## src/rtl/cache_controller.sv

```systemverilog
// rtl/cache_controller.sv - direct-mapped write-back/write-allocate data cache controller
// Optional CACHE_STATS_EN adds saturating hit_count/miss_count outputs.
module cache_controller #(
  parameter int NUM_BLOCKS  = 4,
  parameter int MEM_LATENCY = 4
) (
  input  logic         clock,
  input  logic         reset,
  input  logic         cpu_req,
  input  logic         cpu_read_write,
  input  logic [9:0]   cpu_address,
  input  logic [31:0]  cpu_write_data,
  output logic [31:0]  cpu_read_data,
  output logic         cpu_done,
  output logic         cpu_busy,
  output logic         mem_read_write,
  output logic [9:0]   mem_address,
  output logic [127:0] mem_write_data,
  input  logic [127:0] mem_read_data
`ifdef CACHE_STATS_EN
  ,
  output logic [15:0]  hit_count,
  output logic [15:0]  miss_count
`endif
);

  localparam int IDX_W = $clog2(NUM_BLOCKS);
  localparam int TAG_W = 6 - IDX_W;
  localparam int CNT_W = $clog2(MEM_LATENCY + 1);

  typedef enum logic [1:0] {IDLE, COMPARE, WRITE_BACK, ALLOCATE} state_t;

  state_t state, next_state;

  logic [9:2]       req_addr;
  logic             req_rw;
  logic [31:0]      req_wdata;
  logic [CNT_W-1:0] cnt;
  logic [NUM_BLOCKS-1:0] valid;
  logic [NUM_BLOCKS-1:0] dirty;
  logic [TAG_W-1:0] tag_mem   [NUM_BLOCKS];
  logic [127:0]     line_data [NUM_BLOCKS];

  logic [IDX_W-1:0] req_idx;
  logic [TAG_W-1:0] req_tag;
  logic [1:0]       req_word;
  logic             hit;
  logic             cnt_done;
  logic [127:0]     evict_block;
  logic             unused_addr_bits;

  assign unused_addr_bits = ^cpu_address[1:0];
  assign req_idx  = req_addr[4 +: IDX_W];
  assign req_tag  = req_addr[9 -: TAG_W];
  assign req_word = req_addr[3:2];
  assign hit      = valid[req_idx] && (tag_mem[req_idx] == req_tag);
  assign cnt_done = (cnt == CNT_W'(MEM_LATENCY - 1));

  // Eviction packs words in reverse order relative to fills.
  always_comb begin
    evict_block = '0;
    for (int k = 0; k < 4; k++)
      evict_block[127-32*k -: 32] = line_data[req_idx][32*k +: 32];
  end

  always_comb begin
    next_state = state;
    unique case (state)
      IDLE:       if (cpu_req) next_state = COMPARE;
      COMPARE:    if (hit) next_state = IDLE;
                  else if (dirty[req_idx]) next_state = WRITE_BACK;
                  else next_state = ALLOCATE;
      WRITE_BACK: if (cnt_done) next_state = ALLOCATE;
      ALLOCATE:   if (cnt_done) next_state = COMPARE;
      default:    next_state = IDLE;
    endcase
  end

  always_comb begin
    mem_read_write = 1'b0;
    mem_address    = '0;
    mem_write_data = '0;
    if (state == WRITE_BACK) begin
      mem_read_write = 1'b1;
      mem_address    = {tag_mem[req_idx], req_idx, 4'b0};
      mem_write_data = evict_block;
    end else if (state == ALLOCATE) begin
      mem_address    = {req_tag, req_idx, 4'b0};
    end
  end

  always_ff @(posedge clock or posedge reset) begin
    if (reset) begin
      state         <= IDLE;
      req_addr      <= '0;
      req_rw        <= 1'b0;
      req_wdata     <= '0;
      cnt           <= '0;
      valid         <= '0;
      dirty         <= '0;
      cpu_read_data <= '0;
      cpu_done      <= 1'b0;
      cpu_busy      <= 1'b0;
    end else begin
      state    <= next_state;
      cpu_done <= 1'b0;
      if (next_state != state) cnt <= '0;
      else if (state == WRITE_BACK || state == ALLOCATE) cnt <= cnt + 1'b1;
      case (state)
        IDLE: if (cpu_req) begin
          req_addr  <= cpu_address[9:2];
          req_rw    <= cpu_read_write;
          req_wdata <= cpu_write_data;
          cpu_busy  <= 1'b1;
        end
        COMPARE: if (hit) begin
          cpu_done <= 1'b1;
          cpu_busy <= 1'b0;
          if (req_rw) dirty[req_idx] <= 1'b1;
          else cpu_read_data <= line_data[req_idx][{req_word, 5'b0} +: 32];
        end
        WRITE_BACK: if (cnt_done) dirty[req_idx] <= 1'b0;
        ALLOCATE: if (cnt_done) begin
          valid[req_idx] <= 1'b1;
          dirty[req_idx] <= 1'b0;
        end
        default: ;
      endcase
    end
  end

  // Line data and tags need no reset; valid bits gate their use.
  always_ff @(posedge clock) begin
    if (state == COMPARE && hit && req_rw)
      line_data[req_idx][{req_word, 5'b0} +: 32] <= req_wdata;
    if (state == ALLOCATE && cnt_done) begin
      line_data[req_idx] <= mem_read_data;
      tag_mem[req_idx]   <= req_tag;
    end
  end

`ifdef CACHE_STATS_EN
  logic fill_pass;

  always_ff @(posedge clock or posedge reset) begin
    if (reset) begin
      fill_pass  <= 1'b0;
      hit_count  <= '0;
      miss_count <= '0;
    end else begin
      if (state == ALLOCATE && cnt_done) fill_pass <= 1'b1;
      else if (state == COMPARE) fill_pass <= 1'b0;
      // The COMPARE revisited after a fill is the same access, not a new hit.
      if (state == COMPARE && !fill_pass) begin
        if (hit) begin
          if (hit_count != 16'hFFFF) hit_count <= hit_count + 1'b1;
        end else if (miss_count != 16'hFFFF) begin
          miss_count <= miss_count + 1'b1;
        end
      end
    end
  end
`endif

endmodule

```

## config.mk

```make
export PLATFORM = sky130hd
export DESIGN_NAME = cache_controller
export DESIGN_NICKNAME = d
export VERILOG_FILES = /design/src/rtl/cache_controller.sv
export SDC_FILE = /design/constraint.sdc
export NUM_CORES = 1
export LEC_CHECK = 0
export CAP_MARGIN = 25
export CORE_ASPECT_RATIO = 0.7
export CORE_MARGIN = 8
export CORE_UTILIZATION = 51
export DETAILED_ROUTE_END_ITERATION = 8
export DONT_BUFFER_PORTS = 1
export PLACE_DENSITY = 0.7
export SYNTH_ARGS = -nofsm -noshare
export SYNTH_HDL_FRONTEND = slang
export SYNTH_SLANG_ARGS = --single-unit
```

## constraint.sdc

```tcl
create_clock -name clock -period 2.77 [get_ports clock]
set_input_delay 0.277 -clock clock [delete_from_list [all_inputs] [get_ports clock]]
set_output_delay 0.277 -clock clock [all_outputs]
set_load 0.02 [all_outputs]
```

; Yosys cells after proc, flatten, opt, wreduce, memory -nomap -nowiden
; Memories as Yosys holds them, arrays and structs flattened.
; Cells that the tools add are included.
[totals]
ff_bits = 88
ram_bits = 528
memories = 2
[op_classes]
add_sub_neg = 2
order_cmp = 2
n_eq_ne = 10
n_shift = 3
muxes = 159
bitwise_logic = 133
reduce_logical = 16
[memory_table]
columns = name, words, width, rd, rd_ports_with_merged_regs, write_ports, line_no
row1 = line_data, 4, 128, 1, 0, 1, 42  ; logic [127:0] line_data [NUM_BLOCKS];
row2 = tag_mem, 4, 4, 1, 0, 1, 41  ; logic [TAG_W-1:0] tag_mem [NUM_BLOCKS];
[op_table]
columns = op, count
row1 = two-way mux 128 bit, 2
row2 = two-way mux 1 bit, 140
row3 = bitwise OR 1 bit, 128
row4 = variable shift 32 x 9 -> 128 bit (first input constant), 1
row5 = variable part select 128 x 8 -> 32 bit, 1
row6 = variable part select 32 x 9 -> 128 bit, 1
row7 = two-way mux 10 bit, 2
row8 = two-way mux 4 bit, 3
row9 = negation 7 -> 9 bit, 1
row10 = two-way mux 2 bit, 4
row11 = bitwise OR 4 bit, 2
row12 = one-hot mux 2 bit (4 select lines), 1
row13 = one-hot mux 4 bit (2 select lines), 1
row14 = two-way mux 3 bit, 2
row15 = inequality test 2 bit (second input constant), 3
row16 = AND reduction 3 bit, 2
row17 = nonzero test 2 bit, 3
row18 = logical AND 1 bit, 5
row19 = bitwise AND 4 bit, 1
row20 = binary-select mux 1 bit (select 2 bit), 2
row21 = == test 2 bit (second input constant), 2
row22 = == test 4 bit, 1
row23 = inverter 4 bit, 1
row24 = AND reduction 2 bit, 2
row25 = other kinds (14), 14

; Logic depth before layout (Yosys ltp)
; Gate-level depths: netlist (run 1).
[depth]
word_depth = 8
ltp_mapped = 10
ltp_nobuf = 6

; Least setup slack after synthesis (run 1)
; Ideal clock, no wire load.
[synth_path]
kind = register to register
startpoint = register req_addr[5] in the netlist's numbering
endpoint = memory line_data[2][0] (enable)
setup_ps = 377
arrival_time_ps = 2439
required_ps = 2393
slack_ps = -46
path_stages_with_launch = 9
path_buffers = 5
synth_period_minus_slack_ps = 2816
path_cell_list = dfrtp_1 buf_2 clkbuf_1 buf_2 buf_2 nor2b_1 and2_0 clkbuf_1 a31o_2
[synth_between]
elab_chain_cells = 8
elab_cells_between_ends = 10
[synth_rtl]
columns = element, line_no
row1 = start: declaration, 35  ; logic [9:2] req_addr;
row2 = start signal: assignment, 111  ; req_addr <= cpu_address[9:2];
row3 = memory (4 x 4 bit) / binary-select mux 1 bit (select 2 bit) (equally long branches), n/a
row4 = == test 4 bit / two-way mux 1 bit (equally long branches), 56  ; assign hit = valid[req_idx] && (tag_mem[req_idx] == req_tag);
row5 = logical AND 1 bit, 56
row6 = logical AND 1 bit (2 in a row), 134  ; if (state == COMPARE && hit && req_rw)
row7 = two-way mux 1 bit, 134
row8 = two-way mux 128 bit (implied by the code), 135  ; line_data[req_idx][{req_word, 5'b0} +: 32] <= req_wdata;
row9 = bitwise OR 1 bit (no source line), n/a
row10 = end: declaration, 42
; Parallel ways exist; a longest one is shown, timed or not. The select of a mux whose other input is x is not followed.

; Worst setup path in the final report (run 1)
[layout_path]
startpoint = register req_addr[4] in the netlist's numbering
endpoint = memory line_data[1][126] (enable)
; The elaborated chain is that of the path after synthesis.

==> impl_metrics.tcl, run 1 <==
set metrics [dict create \
    status "finished with violations" \
    violations "negative setup slack" \
    layout_setup_ws_ps -36.8 \
    ant_nets 0 \
    worst-path-buf-inv 4 \
    drt-total-wl_mm 83.2 \
    numCtsBuffers 58 \
    instances_no_fill 2304 \
    grt_start_max_net_pins 89 \
    synth-simple-area-share 0.0422 \
    syn_area_per_cell_um2 19.5 \
    post-route-util 0.634 \
    hp-start "mem_read_data[46]" \
    clkLatencyLatePin_ps 650 \
    final_common_cell "edfxtp_1" \
    total_leakage_power_nw 11.2 \
    dr.max_layer_used "met5" \
    synth_flop_cell "edfxtp_1" \
    fillCellCount 3382 \
    yosys.area.top_type_share 0.613 \
    nets 1752 \
    drive_above_1_share 0.309 \
    clock_skew_ps 34.0 \
    fin_setup_tns_ps -477 \
    synthTopCellsByArea "edfxtp_1, mux4_2, dfrtp_1" \
    start_util 0.513 \
    hold_path_end "line_data[2][46]" \
    async_flop_share 0.143 \
    multi_input_area_um2 7520 \
    worstSetupStartpointType "flip-flop" \
    overflow 0 \
    drv_slew 0 \
    slowest_stage "dfrtp_4" \
    grt_pass1_wl_mm 109 \
    io-pin-count 347 \
    muxShareOfSynthArea 0.180 \
    required_ps 3110 \
    cts_tree "built" \
    cp_max_fo 7 \
    die_y_um 204 \
    rows 69 \
    drcViolationCount 0 \
    rrSetupSlack_ps -40 \
    max_stage_delay_ps 530 \
    synthesis.area_um2 25900 \
    finalHoldViolCount 0 \
    clkTransAtPathRegs_ps 60 \
    ff_latch_area_um2 18100 \
    crit_type "flip-flop to flip-flop" \
    synth_top_family_by_area "multiplexers" \
    finalCritPeriodShare 1.01 \
    die_w_um 285 \
    detail_route.first_pass.iterations 5 \
    met1_length_mm 30.8 \
    grt_antenna_before_repair 18 \
    clock_sinks 616 \
    max_clock_freq_mhz 356 \
    globalRouteTotalUtil 0.261 \
    vias_per_cell 6.55 \
    wl_met2_mm 37.5 \
    reg2reg_depth 9 \
    path_cells "buf_12 -> mux4_2 -> xnor2_2 -> nand2_2 -> nor4_4 -> buf_4 -> buf_8 -> a31o_4 -> clkbuf_16" \
    dieArea_um2 58300 \
    yosysTopAreaCell "edfxtp_1" \
    critPathTopFamily "buffers and inverters" \
    worst_pin_slew_ps 1090 \
    irDropWorstVdd_v 0.000942 \
    synth_edf_count 528 \
    cp-end-kind "flip-flop" \
    area_growth_pct 23.7 \
    wl_met3_mm 12.1 \
    drt_iter0_drc 1985 \
    min_path_type "input pin to flip-flop" \
    synth_adder_area_share 0.00339 \
    hpwlAfterDp_mm 53.0 \
    grt_pass1_vias 14500 \
    place.gp.congestion 1.03 \
    root_buffer "clkbuf_16" \
    wl_per_cell_um 36.1 \
    synth_compound_area_frac 0.0540 \
    coreArea_um2 50400 \
    hold_depth 1 \
    yosysUniqueCellTypes 44 \
    power_per_cell_area_nw_per_um2 1080 \
    ys_warn_count 0 \
    relSlewSlack 0.276 \
    syn_inst 1326 \
    maxCapViolations 0 \
    io_buffers 0 \
    synthXorXnorAreaFrac 0.00237 \
    min_period_ps 2810 \
    r2r_start "req_addr[4]" \
    layout_common_cells "edfxtp_1, mux4_2, dlygate4sd3_1" \
    crit_arrival_ps 3150 \
    ys_seq_area_frac 0.698 \
    vias 15100 \
    rsz0062_at_grt "true" \
    r2r-end "line_data[1][126]" \
    ys_seq_elements 616 \
    htree_levels 2 \
    setup_violations 38 \
    dpl.cell_count 1964 \
    clock_path_buffers 3 \
]
==> per-stage QoR <==
step / setup slack (ps) / area, µm² / hold slack [ps] / power (mW)
after global placement: 66.5 / 27200 / 256 / 24.2
after global routing: -94.0 / 32000 / 3.26 / 35.3
final: -36.8 / 32000 / 20.2 / 34.4
after detailed placement: 4.51 / 27200 / 255 / 24.5
after CTS: -21.9 / 30900 / 2.57 / 33.1
after floorplan: -46.1 / 25900 / 394 / 20.3
==> timing repair <==
action                     4_1_cts  5_1_grt
setup buffers                    7       21
pin swaps                        0        1
gates resized for setup         22       51
hold buffers                   161        1
gates cloned                     2       29
hold endpoints to repair       550        4
setup endpoints to repair      410      636
==> power breakdown <==
part           leakage, nW  total [mW]  switching [mW]  internal [mW]
registers             5.99        14.0            1.69           12.3
logic                 4.24        12.1            6.77           5.34
clock network        0.962        8.32            3.54           4.78
==> cells by family (layout without fill, tap and decap cells) <==
kind of cell	after synthesis	count (layout)
mux	239	239
fa+ha+maj	7	7
compound gates	163	163
buf+inv	113	404
other cells	1	14
flops	616	616
simple gates	180	180
xor+xnor	7	7
==> state kept, by name, indices dropped and copies added, names as in the netlist, named ones only <==
signal         flops
tag_mem           16
cpu_busy           1
valid              4
line_data        512
state              2
cpu_read_data     32
cpu_done           1
req_wdata         32
req_addr           8
cnt                3
req_rw             1
==> cells in the mapped netlist (2+ instances only) <==
cell        n
inv_1       6
o21a_1      3
o21ai_0     4
edfxtp_1  528
dfrtp_1    88
clkbuf_1   67
buf_2      21
or2_2       4
mux4_2    165
mux2_2     40
o22ai_1     2
buf_4       5
a31oi_1     3
xnor2_1     3
xor2_1      4
mux2_4     30
buf_6       4
nor2b_1     7
and2_0      2
a22o_1    129
nor2_1     10
and3_1      3
nand2b_1    2
mux2i_1     4
nand2_1    11
buf_1       9
a31o_2     16
and2_1    133
nor4_1      2
ha_1        7
==> area by class of cell <==
cell class,count,area share
antenna,10,0.000783
clock buffer,76,0.0494
clock inverter,33,0.0125
inverter,7,0.000900
multi-input combinational,600,0.235
sequential,616,0.565
tap,674,0.0264
timing repair buffer,288,0.110
==> worst max-delay path by stage <==
stage / startpoint / end / slack [ps] / depth (start not counted)
detailed placement: req_addr[4] / line_data[0][117] / 5 / 7
floorplan: req_addr[5] / line_data[2][0] / -50 / 8
global placement: req_addr[4] / line_data[0][117] / 70 / 7
CTS: req_addr[4] / mem_write_data[85] / -20 / 4
global route: req_addr[4] / line_data[1][126] / -90 / 9
finish: req_addr[4] / line_data[1][126] / -40 / 9
==> worst reg2reg max path: cells and delay by family, from the launching register on <==
kind	cells	cell delay, ps
XOR/XNOR	1	160
AND/OR/NAND/NOR	2	400
multiplexers	1	460
buffers and inverters	4	680
AO/OA/AOI/OAI	1	290
flip-flops	1	530
==> per-layer routing <==
| metal | vias to the layer above | GRT usage |
|---|---|---|
| li1 | 5908 | - |
| met3 | 176 | 0.116 |
| met1 | 7886 | 0.359 |
| met5 | - | 0.0167 |
| met4 | 18 | 0.0710 |
| met2 | 1102 | 0.376 |
Note: power is estimated with default switching activity, not from simulation.
==> inputs of run 2 (changes only) <==
- CAP_MARGIN: 25 -> 0
==> results of run 2 <==
Same layout as run 1: the final DEF is identical, and so are final timing and power.
